<file path="src/rtl/muldiv_unit.sv">
// muldiv_unit: multi-cycle MULT/MULTU/DIV/DIVU unit with architectural HI/LO.
// Radix-2 shift-add multiply and restoring divide run on operand magnitudes.
// The signs of the quotient and remainder are applied in a final FIX cycle.
// Optional feature macro: MULDIV_ABORT_EN adds an Abort input that cancels
// an operation in flight.
module muldiv_unit #(
  parameter int DATA_W = 32,
  parameter int CNT_W  = 6
) (
  input  logic              Clock,
  input  logic              Reset,
  input  logic              Start,
  input  logic [1:0]        Op,
  input  logic [DATA_W-1:0] OperandA,
  input  logic [DATA_W-1:0] OperandB,
  input  logic              HiWrite,
  input  logic              LoWrite,
  input  logic [DATA_W-1:0] MoveData,
`ifdef MULDIV_ABORT_EN
  input  logic              Abort,
`endif
  output logic              Busy,
  output logic              Done,
  output logic              DivZero,
  output logic [DATA_W-1:0] Hi,
  output logic [DATA_W-1:0] Lo
);

  localparam logic [CNT_W-1:0] LAST_ITER = CNT_W'(DATA_W - 1);

  typedef enum logic [1:0] {
    IDLE = 2'd0,
    CALC = 2'd1,
    FIX  = 2'd2
  } stateType;

  stateType state, nextState;
  logic accept, finish;

  logic [CNT_W-1:0]  counter;
  logic [DATA_W-1:0] accHi, accLo, opB;
  logic              isDiv, resNeg, remNeg, zeroDiv;

  logic              opSigned, negA, negB;
  logic [DATA_W-1:0] absA, absB;
  logic [DATA_W:0]   mulSum, divShift, divDiff;
  logic [2*DATA_W-1:0] mulNext, divNext, stepNext, product, prodFix;
  logic [DATA_W-1:0] quoFix, remFix, finHi, finLo;

  assign Busy = (state != IDLE);

  // State register; reset discards any operation in flight
  always_ff @(posedge Clock or negedge Reset) begin
    if (!Reset) state <= IDLE;
    else        state <= nextState;
  end

  // Next-state logic plus the accept/finish strobes that steer the datapath
  always_comb begin
    nextState = state;
    accept    = 1'b0;
    finish    = 1'b0;
    case (state)
      IDLE: begin
        if (Start) begin
          accept    = 1'b1;
          nextState = CALC;
        end
      end
      CALC: begin
        if (counter == LAST_ITER) nextState = FIX;
      end
      FIX: begin
        finish    = 1'b1;
        nextState = IDLE;
      end
      default: nextState = IDLE;
    endcase
`ifdef MULDIV_ABORT_EN
    if (Abort && (state != IDLE)) begin
      nextState = IDLE;
      finish    = 1'b0;
    end
`endif
  end

  // Operand magnitudes for the signed ops; unsigned ops pass raw values
  always_comb begin
    opSigned = ~Op[0];
    negA     = opSigned & OperandA[DATA_W-1];
    negB     = opSigned & OperandB[DATA_W-1];
    absA     = negA ? (~OperandA + 1'b1) : OperandA;
    absB     = negB ? (~OperandB + 1'b1) : OperandB;
  end

  // One radix-2 iteration: shift-add for multiply, restoring step for divide
  always_comb begin
    mulSum = {1'b0, accHi} + {1'b0, opB};
    if (accLo[0]) mulNext = {mulSum, accLo[DATA_W-1:1]};
    else          mulNext = {1'b0, accHi, accLo[DATA_W-1:1]};
    divShift = {accHi, accLo[DATA_W-1]};
    divDiff  = divShift - {1'b0, opB};
    if (divShift >= {1'b0, opB}) divNext = {divDiff[DATA_W-1:0], accLo[DATA_W-2:0], 1'b1};
    else                         divNext = {divShift[DATA_W-1:0], accLo[DATA_W-2:0], 1'b0};
    stepNext = isDiv ? divNext : mulNext;
  end

  // Sign correction; a zero divisor forces an all-ones quotient and the
  // sign-corrected remainder reproduces the original dividend
  always_comb begin
    product = {accHi, accLo};
    prodFix = resNeg ? (~product + 1'b1) : product;
    quoFix  = resNeg ? (~accLo + 1'b1) : accLo;
    remFix  = remNeg ? (~accHi + 1'b1) : accHi;
    if (isDiv) begin
      finHi = remFix;
      finLo = zeroDiv ? {DATA_W{1'b1}} : quoFix;
    end else begin
      finHi = prodFix[2*DATA_W-1:DATA_W];
      finLo = prodFix[DATA_W-1:0];
    end
  end

  // Iteration datapath: load on accept, step once per CALC cycle
  always_ff @(posedge Clock or negedge Reset) begin
    if (!Reset) begin
      counter <= '0;
      accHi   <= '0;
      accLo   <= '0;
      opB     <= '0;
      isDiv   <= 1'b0;
      resNeg  <= 1'b0;
      remNeg  <= 1'b0;
      zeroDiv <= 1'b0;
    end else if (accept) begin
      counter <= '0;
      accHi   <= '0;
      accLo   <= Op[1] ? absA : absB;
      opB     <= Op[1] ? absB : absA;
      isDiv   <= Op[1];
      resNeg  <= negA ^ negB;
      remNeg  <= negA;
      zeroDiv <= Op[1] & (OperandB == '0);
    end else if (state == CALC) begin
      counter        <= counter + CNT_W'(1);
      {accHi, accLo} <= stepNext;
    end
  end

  // Architectural HI/LO, MTHI/MTLO moves in IDLE, Done pulse and DivZero flag
  always_ff @(posedge Clock or negedge Reset) begin
    if (!Reset) begin
      Hi      <= '0;
      Lo      <= '0;
      Done    <= 1'b0;
      DivZero <= 1'b0;
    end else begin
      Done <= finish;
      if (state == IDLE) begin
        if (HiWrite) Hi <= MoveData;
        if (LoWrite) Lo <= MoveData;
      end
      if (accept) DivZero <= 1'b0;
      if (finish) begin
        Hi      <= finHi;
        Lo      <= finLo;
        DivZero <= zeroDiv;
      end
    end
  end

endmodule

</file>
<file path="config.mk">
export PLATFORM = sky130hd
export DESIGN_NAME = muldiv_unit
export DESIGN_NICKNAME = d
export VERILOG_FILES = /design/src/rtl/muldiv_unit.sv
export SDC_FILE = /design/constraint.sdc
export NUM_CORES = 1
export LEC_CHECK = 0
export ABC_AREA = 1
export BUFFER_PORTS_ARGS = -buffer_cell sky130_fd_sc_hd__buf_2
export CORE_ASPECT_RATIO = 1.75
export CORE_MARGIN = 5
export CORE_UTILIZATION = 46
export CTS_CLUSTER_SIZE = 20
export DETAILED_ROUTE_END_ITERATION = 8
export GPL_ROUTABILITY_DRIVEN = 0
export RECOVER_POWER = 25
export SKIP_CTS_REPAIR_TIMING = 1
export SLEW_MARGIN = 20
export SYNTH_ARGS = -nofsm -noshare
export SYNTH_HDL_FRONTEND = slang
export SYNTH_SLANG_ARGS = --single-unit
</file>
<file path="constraint.sdc">
create_clock -name Clock -period 2.6 [get_ports Clock]
set_input_delay 0 -clock Clock [delete_from_list [all_inputs] [get_ports Clock]]
set_output_delay 0 -clock Clock [all_outputs]
set_load 0.01 [all_outputs]
</file>
Word-level counts from Yosys, hierarchy flattened
Index checks and enable logic that the tools add are counted.

cells by class
  equal/unequal tests = 5
  reduce and logical (&&, ||, !) cells = 11
  $add $sub $neg = 8
  muxes and demuxes = 33
  order comparisons = 1
  bitwise operators = 10

operator list
  operator                                             number
  two-way mux 32 bit                                   19
  two-way mux 64 bit                                   4
  adder 32 x 1 -> 32 bit, second input constant        4
  NOT 32 bit                                           4
  adder 64 x 1 -> 64 bit, second input constant        1
  NOT 64 bit                                           1
  adder 32 x 32 -> 33 bit                              1
  greater-or-equal comparator 33 x 32 -> 1 bit         1
  logical NOT 32 bit                                   1
  subtractor 32 bit                                    1
  two-way mux 6 bit                                    2
  nonzero test 2 bit                                   6
  adder 6 x 1 -> 6 bit, second input constant          1
  equality test 6 x 5 -> 1 bit, second input constant  1
  AND reduction 2 bit                                  3
  two-way mux 1 bit                                    5
  two-way mux 2 bit                                    2
  inequality test 2 bit, second input constant         2
  case mux 2 bit (2 select lines)                      1
  bitwise AND 1 bit                                    3
  equality test 2 x 1 -> 1 bit, second input constant  1
  equality test 2 bit, second input constant           1
  logical NOT 2 bit                                    1
  NOT 1 bit                                            1
  XOR 1 bit                                            1

storage, ports and cells
  bits of input ports = 103
  output and inout port bits = 67
  word-level logic and storage cells = 81
  flip-flop bits (word level) = 174

Logic depth before layout (Yosys ltp)
  depth in word-level cells = 6
  depth in mapped cells = 18
  gate-level depth less buffers = 17

Worst setup path after synthesis
Ideal clock, no wire load.

  path type = register to register
  start point = reg accLo[0]
  end point = reg Hi[16]
  stages on the path, launching flop included = 15
  arrival = 2.117 ns
  slack = 0.406 ns
  clock period less this slack = 2.194 ns
  path buffers = 2
  required time = 2.523 ns
  setup time = 0.077 ns
  cells stage by stage = dfrtp_1 -> buf_2 -> clkinv_2 -> clkbuf_1 -> ha_1 -> nand2_1 -> nor2_2 -> nand2_1 -> nor2_1 -> nand2_1 -> nand3_1 -> nand2_1 -> a21oi_1 -> o21ai_0 -> a21oi_1

between the ends
  longest elaborated chain between the ends = 5

ends and longest elaborated chain
  element                   line  source
  start: declaration        41    logic [DATA_W-1:0] accHi, accLo, opB;
  start signal: assignment  138   accLo <= Op[1] ? absA : absB;
  start signal: assignment  146   {accHi, accLo} <= stepNext;
  NOT 64 bit                112   prodFix = resNeg ? (~product + 1'b1) : product;
  adder 64 x 1 -> 64 bit    112
  two-way mux 64 bit        112
  two-way mux 32 bit        115   if (isDiv) begin
  two-way mux 32 bit        164   if (finish) begin
  end signal: assignment    160   if (HiWrite) Hi <= MoveData;
  end signal: assignment    165   Hi <= finHi;
  end: declaration          25    output logic [DATA_W-1:0] Hi,

No other way between the ends.
A chain may end at the register's enable or synchronous reset.

Final worst setup path
  start point = reg state[1]
  end point = reg accLo[11]

between the ends
  longest elaborated chain between the ends = 3
  elaborated cells on any way between the ends = 5
  those cells by class = eq/ne (1); mux (2); reduce/logical (2)

ends and longest elaborated chain
  element                                                   line  source
  start: declaration                                        37    stateType state, nextState;
  start signal: assignment                                  55    else state <= nextState;
  logical NOT 2 bit                                         63    case (state)
  two-way mux 1 bit                                         63
  two-way mux 32 bit or nonzero test 2 bit (tied branches)  --

Several ways; a longest one is shown, not always the timed one.

==> flow_metrics.py <==
metrics = {
    "run_status": {
        "status": "complete, but fails checks",
        "violations": "negative hold slack, max-capacitance violations, max-slew violations",
    },
    "cells_and_area": {
        "area_growth_pct": 18.83,
        "fin_nets": 3629,
        "multiInputGateArea_um2": 12100,
        "drive_gt1_share_pct": 12.86,
        "fillers": 4189,
        "seq_area_um2": 4370,
    },
    "power": {
        "max-vdd-ir-drop_mv": 0.8503,
        "p_per_area_nw_per_um2": 1538,
        "finalPower_w": 0.03361,
        "leakage_nw": 11.16,
    },
    "yosys": {
        "synth_area_um2": 18390,
        "yosys.area.top_type": "dfrtp_1",
        "yosys_warnings": 0,
        "syn-num-nets": 3355,
        "yosys-top-cells-count": "nand2_1, inv_1, nor2_1",
        "synth_most_common_cell": "nand2_1",
        "synthCells": 3181,
        "synth.area.top_cells": "dfrtp_1, nand2_1, inv_1, nand3_1, nor2_1",
        "synth_ff_type": "dfrtp_1",
        "yosysSeqAreaShare_pct": 23.68,
        "synth_seq_cells": 174,
        "async_flop_share_pct": 100.0,
        "synth_cell_types": 53,
        "synth_edf_count": 0,
        "synth_top_area_share_pct": 23.68,
        "syn_area_per_cell_um2": 5.780,
    },
    "timing": {
        "rsz0062_at_grt": "no",
        "period_share_pct": 96.04,
        "finalSetupViolations": 0,
        "holdWs_ns": -0.03138,
        "maxSlewHeadroom_pct": -18.08,
        "max_freq_mhz": 400.5,
        "worst_slack_ns": 0.1030,
        "clock_skew_ns": 0.01454,
        "tightest_slew_ns": 1.771,
        "finalHoldViolations": 6,
        "final.min_clock_period_ns": 2.497,
        "final_max_slew_viol_count": 58,
    },
    "detailed_routing": {
        "drc_errors": 0,
        "routed_wl_mm": 85.12,
        "dr.pass1.iters": 6,
        "via_per_inst": 5.743,
        "route.vias.total": 22770,
        "wl_per_cell_um": 21.47,
        "ant_nets": 0,
        "drtIter0Drc": 2407,
    },
    "clock_tree": {
        "cts_tree": "yes",
        "clock-sinks": 174,
        "ctsLongestPathBuffers": 2,
        "h-tree-depth": 4,
        "numCtsBuffers": 17,
        "insertion_delay_ns": 0.47,
        "path_clk_slew_ns": 0.08,
        "cts-root-buf": "clkbuf_16",
    },
    "worst_setup_path": {
        "worstPathArrival_ns": 2.85,
        "crit_path_frequent_cell": "inv_1",
        "path_cells": "inv_1 -> nand3_1 -> inv_1 -> nand2_2 -> inv_1 -> buf_4 -> a21oi_1 -> a21boi_0",
        "cp_slowest_cell": "inv_1",
        "end_kind": "register",
        "start_kind": "register",
        "cp_max_fo": 17,
        "max_stage_delay_ns": 0.51,
        "criticalPathCategory": "reg -> reg",
        "worst_ep_required_time_ns": 2.96,
    },
    "global_route": {
        "grt_max_degree": 87,
        "overflow": 0,
        "grt_pass1_wl_mm": 125.4,
        "track_usage_pct": 37.44,
        "grt_pass1_vias": 21550,
        "antenna_found_initial": 0,
    },
    "placed_design": {
        "dp_hpwl_mm": 69.13,
        "port_buffers": 169,
        "place_worst_setup_slack_ns": -0.1840,
    },
    "floorplanning": {
        "rows": 97,
        "fp.coreArea_um2": 39810,
        "dieWidth_um": 161.1,
        "die_h_um": 274.5,
        "start_util_pct": 46.18,
        "io_pins": 170,
        "die-area_um2": 44220,
    },
    "flow_run": {
        "cap_violations": 1,
    },
    "min_path": {
        "hp-class": "in -> reg",
    },
}
routing by layer:
layer | wire (um) | vias to the layer above | GRT usage, %
li1 | - | 10770 | -
met1 | 28870 | 10400 | 38.73
met2 | 40930 | 1211 | 64.57
met3 | 5639 | 388 | 6.587
met4 | 9677 | 0 | 33.00
met5 | 0 | - | 0
stage by stage:
step | TNS, ns | hold slack (ns) | instance area, um^2 | util (%) | instances
finish | 0 | -0.03138 | 21850 | 54.88 | 3964
global route | 0 | 0.001093 | 21840 | 54.87 | 3963
CTS | -1.017 | -0.4626 | 21200 | 53.26 | 3914
detailed placement | -0.7434 | 0.04187 | 20560 | 51.65 | 3882
global placement | -0.4987 | 0.03487 | 20560 | 51.65 | 3882
floorplan | 0 | -0.2956 | 18390 | - | 3181
critical path: cells and delay by family (launching register included):
| kind | cells | cell delay (ns) |
|---|---|---|
| buf+inv | 4 | 1.26 |
| compound gates | 2 | 0.34 |
| flops | 1 | 0.45 |
| simple gates | 2 | 0.33 |
kinds of logic (layout without fill, tap and decap cells):
| group | Yosys count | after routing | share of synthesized area (%) |
|---|---|---|---|
| adders and majority gates | 71 | 71 | 4.914 |
| other | 0 | 1 | 0 |
| buffers and inverters | 547 | 834 | 11.52 |
| xor gates and xnor gates | 75 | 75 | 3.573 |
| AOI/OAI and AO/OA | 506 | 506 | 15.43 |
| and+or+nand+nor | 1808 | 1808 | 40.88 |
| DFF | 174 | 174 | 23.68 |
state kept, by name, indices dropped and copies added (netlist names):
signal / cells
Lo: 32
DivZero: 1
state: 2
resNeg: 1
opB: 32
Done: 1
accHi: 32
isDiv: 1
zeroDiv: 1
counter: 6
Hi: 32
accLo: 32
remNeg: 1
path summary, 6_finish.rpt:
check                                        end  slack (ns)  cells past startpoint            startpoint
setup / recovery           accLo[11]$_DFFE_PN0P_        0.10                      8  state[1]$_DFFE_PN0P_
hold / removal              accLo[0]$_DFFE_PN0P_       -0.03                      3           OperandB[0]
setup reg to reg           accLo[11]$_DFFE_PN0P_        0.10                      8  state[1]$_DFFE_PN0P_
hold reg to reg                Lo[7]$_DFFE_PN0P_        0.48                      2     Lo[7]$_DFFE_PN0P_
max in group asynchronous     Lo[31]$_DFFE_PN0P_        0.71                      3                 Reset
min in group asynchronous     Lo[24]$_DFFE_PN0P_        0.54                      2                 Reset
where the power goes:
part	leakage [nW]	switching (W)	internal, W
Combinational	8.83	0.0166	0.00864
Sequential	2.02	0.00136	0.00411
Clock	0.312	0.00138	0.00149
Total	11.2	0.0194	0.0142
final cells by class:
class	instances	area share, %
clock buffers	17	1.947
repair buffers	362	11.23
well taps	495	2.835
inverters	440	7.583
clock inverters	15	0.9851
flip-flops and latches	174	20.00
multi-input cells	2460	55.40
diodes	1	0.01145
cell usage in the layout (no fill, tap or decap), types with 17 or more instances in the layout:
| cell | count |
|---|---|
| buf_2 | 168 |
| clkbuf_16 | 17 |
| o211ai_1 | 40 |
| xor2_1 | 70 |
| dfrtp_1 | 163 |
| dlygate4sd3_1 | 40 |
| o21ai_0 | 179 |
| nand3_1 | 294 |
| inv_1 | 430 |
| ha_1 | 55 |
| a21oi_1 | 209 |
| nand3b_1 | 19 |
| nand4_1 | 38 |
| nor3_1 | 33 |
| nor2_1 | 345 |
| buf_4 | 145 |
| nand2_1 | 1026 |
Note: power is estimated with default switching activity, not from simulation.
